`config.mk`:
```
export PLATFORM = sky130hd
export DESIGN_NAME = shm_pipe_shifter
export DESIGN_NICKNAME = d
export VERILOG_FILES = /design/src/rtl/shm_pipe_shifter.sv
export SDC_FILE = /design/constraint.sdc
export NUM_CORES = 1
export LEC_CHECK = 0
export ABC_CLOCK_PERIOD_IN_PS = 7000
export BUFFER_PORTS_ARGS = -buffer_cell sky130_fd_sc_hd__buf_4
export CAP_MARGIN = 10
export CORE_MARGIN = 4
export CORE_UTILIZATION = 25
export CTS_BUF_LIST = sky130_fd_sc_hd__clkbuf_16
export CTS_CLUSTER_DIAMETER = 60
export DETAILED_ROUTE_END_ITERATION = 12
export GPL_ROUTABILITY_DRIVEN = 0
export GPL_TIMING_DRIVEN = 0
export PLACE_DENSITY = 0.39
export SYNTH_ARGS = -nofsm -noshare
export SYNTH_HDL_FRONTEND = slang
export SYNTH_SLANG_ARGS = --single-unit
```
`constraint.sdc`:
```
create_clock -name clk -period 7 [get_ports clk]
set_input_delay 1.4 -clock clk [delete_from_list [all_inputs] [get_ports clk]]
set_output_delay 1.4 -clock clk [all_outputs]
set_load 0.02 [all_outputs]
```
`src/rtl/shm_pipe_shifter.sv`:
```
// Pipelined SHM shift matrix: SHIFT/PASS/SWAP/ROT/ASHR on A/B word pairs with a valid/ready stall pipeline.
// Optional odd-parity output and input-parity checking are enabled by defining SHM_PARITY_EN.
module shm_pipe_shifter #(
  parameter int W      = 36,
  parameter int SCW    = 10,
  parameter int STAGES = 2
) (
  input  logic           clk,
  input  logic           CROBAR,
  input  logic           in_valid,
  output logic           in_ready,
  input  logic [W-1:0]   in_a,
  input  logic [W-1:0]   in_b,
  input  logic [2:0]     in_mode,
  input  logic [SCW-1:0] in_sc,
  input  logic [3:0]     in_tag,
`ifdef SHM_PARITY_EN
  input  logic           in_a_par,
  output logic           parity_err,
`endif
  output logic           out_valid,
  input  logic           out_ready,
  output logic [W-1:0]   out_sh,
  output logic [3:0]     out_tag,
  output logic           out_inh,
  output logic           out_par
);

  localparam int CW = $clog2(W);

  localparam logic [2:0] M_SHIFT  = 3'd0;
  localparam logic [2:0] M_PASS_A = 3'd1;
  localparam logic [2:0] M_PASS_B = 3'd2;
  localparam logic [2:0] M_SWAP_A = 3'd3;
  localparam logic [2:0] M_ROT    = 3'd4;
  localparam logic [2:0] M_ASHR   = 3'd5;

  typedef struct packed {
    logic [W-1:0]  a;
    logic [W-1:0]  b;
    logic [2:0]    mode;
    logic [CW-1:0] cnt;
    logic          inh;
    logic          zero;
    logic [3:0]    tag;
  } pay_t;

  logic [STAGES:1] r_v;
  logic [STAGES:1] w_adv;
  logic [STAGES:1] w_vsrc;
  pay_t            w_p0;
  pay_t            w_last_in;
  logic [W-1:0]    w_res;
  logic            w_load_last;
  logic [W-1:0]    r_sh;
  logic [3:0]      r_tag;
  logic            r_inh;

  // A stage advances if it or any stage downstream of it is empty, or the consumer takes the head.
  always_comb begin : adv_chain
    logic acc;
    w_adv = '0;
    acc   = out_ready;
    for (int k = STAGES; k >= 1; k--) begin
      acc      = acc | ~r_v[k];
      w_adv[k] = acc;
    end
  end

  always_comb begin
    w_vsrc    = '0;
    w_vsrc[1] = in_valid;
    for (int k = 2; k <= STAGES; k++) begin
      w_vsrc[k] = r_v[k-1];
    end
  end

  assign in_ready    = w_adv[1];
  assign out_valid   = r_v[STAGES];
  assign w_load_last = w_adv[STAGES] & w_vsrc[STAGES];

  always_ff @(posedge clk) begin
    if (CROBAR) begin
      r_v <= '0;
    end else begin
      for (int k = 1; k <= STAGES; k++) begin
        if (w_adv[k]) r_v[k] <= w_vsrc[k];
      end
    end
  end

  // Count resolution: SHIFT with sc >= W moves B into the high operand so the last stage
  // always takes the upper word of {a,b} << cnt.
  always_comb begin
    w_p0      = '0;
    w_p0.a    = in_a;
    w_p0.b    = in_b;
    w_p0.mode = in_mode;
    w_p0.tag  = in_tag;
    case (in_mode)
      M_SHIFT: begin
        if (in_sc < SCW'(W)) begin
          w_p0.cnt = CW'(in_sc);
        end else if (in_sc < SCW'(2 * W)) begin
          w_p0.a   = in_b;
          w_p0.b   = '0;
          w_p0.cnt = CW'(in_sc - SCW'(W));
          w_p0.inh = 1'b1;
        end else begin
          w_p0.zero = 1'b1;
          w_p0.inh  = 1'b1;
        end
      end
      M_ROT:  w_p0.cnt = CW'(in_sc % SCW'(W));
      M_ASHR: w_p0.cnt = (in_sc > SCW'(W - 1)) ? CW'(W - 1) : CW'(in_sc);
      M_PASS_A, M_PASS_B, M_SWAP_A: w_p0.cnt = '0;
      default: begin
        w_p0.zero = 1'b1;
        w_p0.inh  = 1'b1;
      end
    endcase
  end

  generate
    if (STAGES == 1) begin : g_one
      assign w_last_in = w_p0;
    end else begin : g_multi
      pay_t r_p [1:STAGES-1];

      always_ff @(posedge clk) begin
        if (CROBAR) begin
          for (int k = 1; k < STAGES; k++) r_p[k] <= '0;
        end else begin
          if (w_adv[1] && in_valid) r_p[1] <= w_p0;
          for (int k = 2; k < STAGES; k++) begin
            if (w_adv[k] && r_v[k-1]) r_p[k] <= r_p[k-1];
          end
        end
      end

      assign w_last_in = r_p[STAGES-1];
    end
  endgenerate

  function automatic logic [W-1:0] f_result(input pay_t p);
    logic [W-1:0] r;
    r = '0;
    if (!p.zero) begin
      case (p.mode)
        M_SHIFT:  r = W'(({p.a, p.b} << p.cnt) >> W);
        M_PASS_A: r = p.a;
        M_PASS_B: r = p.b;
        M_SWAP_A: r = {p.a[W/2-1:0], p.a[W-1:W/2]};
        M_ROT:    r = W'(({p.a, p.a} << p.cnt) >> W);
        M_ASHR:   r = W'($unsigned($signed(p.a) >>> p.cnt));
        default:  r = '0;
      endcase
    end
    return r;
  endfunction

  assign w_res = f_result(w_last_in);

  always_ff @(posedge clk) begin
    if (CROBAR) begin
      r_sh  <= '0;
      r_tag <= '0;
      r_inh <= 1'b0;
    end else if (w_load_last) begin
      r_sh  <= w_res;
      r_tag <= w_last_in.tag;
      r_inh <= w_last_in.inh;
    end
  end

  assign out_sh  = r_sh;
  assign out_tag = r_tag;
  assign out_inh = r_inh;

`ifdef SHM_PARITY_EN
  logic r_par;
  logic r_perr;

  always_ff @(posedge clk) begin
    if (CROBAR) begin
      r_par <= 1'b0;
    end else if (w_load_last) begin
      r_par <= ~(^w_res);
    end
  end

  // Request parity is odd over {a, a_par}; flagged only for requests actually accepted.
  always_ff @(posedge clk) begin
    if (CROBAR) begin
      r_perr <= 1'b0;
    end else begin
      r_perr <= in_valid & w_adv[1] & ~(^{in_a, in_a_par});
    end
  end

  assign out_par    = r_par;
  assign parity_err = r_perr;
`else
  assign out_par = 1'b0;
`endif

endmodule

```
==> results.md <==
- Crit-path cells: buf_4 -> clkbuf_1 -> inv_1 -> ha_1 -> or4b_4 -> a2111oi_0 -> a21oi_1 -> o211ai_1 -> nand2_2 -> or3_4 -> a21o_1 -> o21a_1 -> o32ai_1
- Slew Limit Fails: 0
- Synth Flop Type: edfxtp_1
- Period utilisation layout: 0.7101
- Minimum clock period after layout: 4.971 ns
- Final setup violating endpoints: 0
- Type of the tightest min-delay check: reg2reg
- WP data required: 7.18 ns
- Synth Warn #: 0
- CP arrival: 5.15 ns
- First-pass GRT wire length: 102.4 mm
- Fraction of layout cells with a size suffix above 1: 0.2063
- Top delay family on crit path: compound AO/OA/AOI/OAI gates
- Final setup TNS: 0 ns
- Power Density: 193.5 mW/mm^2
- Clk slew on worst S/H paths: 0.06 ns
- Crit path max fanout: 10
- Worst Setup End Kind: flop
- Initial core utilization: 0.2539
- Slew headroom: 0.2042
- Switch Pwr: 1.232 mW
- Top-area cell type share of the netlist area: 0.1905
- Unrepaired setup endpoints after global routing: no
- Row cnt: 85
- Max stage delay on crit path: 0.53 ns
- Worst VDD drop: 0.1796 mV
- Vias in the first global route: 13970
- Post-synth EDFFs: 87
- Vias per cell: 5.942
- Max-cap violations: 0
- Syn Area/Cell: 8.832 sq um
- Starting DRT DRC Count: 1826
- CTS Buffer Depth: 2
- Synth area leader: edfxtp_1
- Later-pin clock latency in the skew report: 0.44 ns
- Top post-synthesis cells by area: edfxtp_1, mux4_2, mux2i_1
- Pre-CTS WS: 1.619 ns
- Largest net degree at the start of global routing: 68
- Sequential element share of the synthesized area: 0.2532
- Die X: 242.2 um
- Die area: 0.05867 sq mm
- Root Driver: clkbuf_16
- Post-Synthesis Cells: 1553
- Die height: 242.2 um
- GRT Util Overall: 0.2352
- Asr flop ratio synth: 0
- Post-CTS setup buffers: 0
- Critical path's slowest cell: or4b_4
- Final ANT Viol Nets: 0
- Buf/Inv on CP: 3
- Crit start category: primary input
- Htree depth: 4
- Clock skew: 0.007666 ns
- CTS sink cnt: 130
- Reg power frac: 0.292
- Final wirelength: 71.48 mm
- Number of port buffers: 135
- P_leak: 6.304 nW
- DRC: 0
- Commonest non-fill, non-tap cell in the layout: a21oi_1
- Final hold violations: 0
- F_max: 0.2012 GHz
- Vias: 14370
- DR WL/cell: 29.56 um
- Gate power share: 0.400
- GR Overflow Total: 0
- Placeable Area: 0.05403 sq mm
- Most frequent cells in the layout: a21oi_1, mux2i_1, nand2_1, nor2_1, buf_4
- CTS tree: yes
- Final WS setup: 2.029 ns
- Post-Syn Area: 0.01372 sq mm
- NumNets Final: 1803
- Number of synthesized register bits: 130
- Synth Net Count: 1648
- Internal power: 1.917 mW
- Library cells used by synthesis: 85
- Status: complete, no violations
- IO Count: 137
- CTS buffer count: 17
- Initial antenna violation count: 4
- Synth-to-layout area growth: 18.62%
- Post-CTS sizing: 0
- Net Sw Frac: 0.3913
- Pre-antenna DRT Iters: 5
- Worst Max-Slew Pin Slew: 1.183 ns
- Hold-fix buffers, CTS: 0
- Post-detail-place hpwl: 58.05 mm
- Worst setup path category: in2reg
- Clock power share: 0.308
## final cells by class
class | count | area [sq um]
fill | 5746 | 37760
multi-input combinational | 1221 | 9429
sequential | 130 | 3473
timing repair buffer | 136 | 1041
tap | 696 | 870.8
buffer | 184 | 753.2
clock buffer | 17 | 425.4
clock inverter | 15 | 206.4
inverter | 18 | 67.56
antenna | 1 | 2.502
## cells in the mapped netlist, types with 6 or more instances
library cell / count
a211oi_1: 39
edfxtp_1: 87
o221ai_1: 6
and2_1: 15
buf_2: 32
mux2_2: 15
o21ai_0: 84
o22ai_1: 8
mux2i_1: 174
a22oi_1: 10
and3_1: 43
clkbuf_1: 131
nand3_1: 13
nor2b_1: 8
buf_1: 17
nor3_1: 23
nand2b_1: 14
a21oi_1: 182
nand2_1: 171
nor2_1: 153
a221oi_1: 12
a21o_1: 11
o211ai_1: 15
a211o_1: 19
inv_1: 16
mux4_2: 110
dfxtp_1: 43
## registers in the layout, indices dropped and copies added, names as in the netlist
register / count
out_tag: 4
g_multi.r_p: 87
out_sh: 36
r_v: 2
out_inh: 1
## path summary, 6_finish.rpt
check	cells after the start	slack, ns	from	endpoint
worst min-delay path	2	0.45	out_sh[35]	out_sh[35]
worst max-delay path	13	2.03	in_sc[3]	g_multi.r_p[1][11]
worst min register to register	2	0.45	out_sh[35]	out_sh[35]
worst max register to register	12	2.63	g_multi.r_p[1][7]	out_sh[13]
## worst register-to-register path: stages, from the launching register on
cell and delay, ns:
edfxtp_1 0.31, buf_2 0.24, buf_4 0.30, buf_2 0.30, buf_2 0.36, buf_2 0.37, mux2i_1 0.36, a21oi_1 0.16
o21ai_0 0.68, a21oi_1 0.20, o21ai_0 0.60, and3_1 0.27, a221oi_1 0.07
## power groups by stage
stage | clock network [mW] | logic, mW | registers (mW)
after floorplan | 0 | 0.730 | 0.926
after global placement | 0 | 1.22 | 0.937
after detailed placement | 0 | 1.21 | 0.934
after CTS | 0.995 | 1.21 | 0.918
after global routing | 1.02 | 1.31 | 0.923
final | 0.969 | 1.26 | 0.919
## per-stage QoR
stage / power (mW) / utilization / instances / instance area [sq um] / hold WS [ns]
final: 3.149 / 0.3011 / 2418 / 16270 / 0.4514
after global routing: 3.250 / 0.3011 / 2417 / 16270 / 0.4709
after CTS: 3.123 / 0.3011 / 2417 / 16270 / 0.4568
after detailed placement: 2.140 / 0.2894 / 2385 / 15640 / 0.4470
after global placement: 2.153 / 0.2887 / 2384 / 15600 / 0.4387
after floorplan: 1.656 / - / 1553 / 13720 / 0.4525
## cell families (layout without fill, tap and decap cells)
family,after synthesis,after routing,synth area share
buf+inv,202,370,0.05984
mux,300,300,0.3209
flops,130,130,0.2532
other cells,1,2,0.0002734
compound gates,446,446,0.2052
fa+ha+maj,2,2,0.001824
simple gates,472,472,0.1587
## metal layers
layer | part of all wire | up-vias | track usage
met2 | 0.41 | 993 | 0.3407
met4 | 0.059 | 4 | 0.1159
li1 | - | 6219 | -
met1 | 0.43 | 6955 | 0.3266
met3 | 0.10 | 197 | 0.05733
met5 | 0.00038 | - | 0
Note: power is estimated with default switching activity, not from simulation.
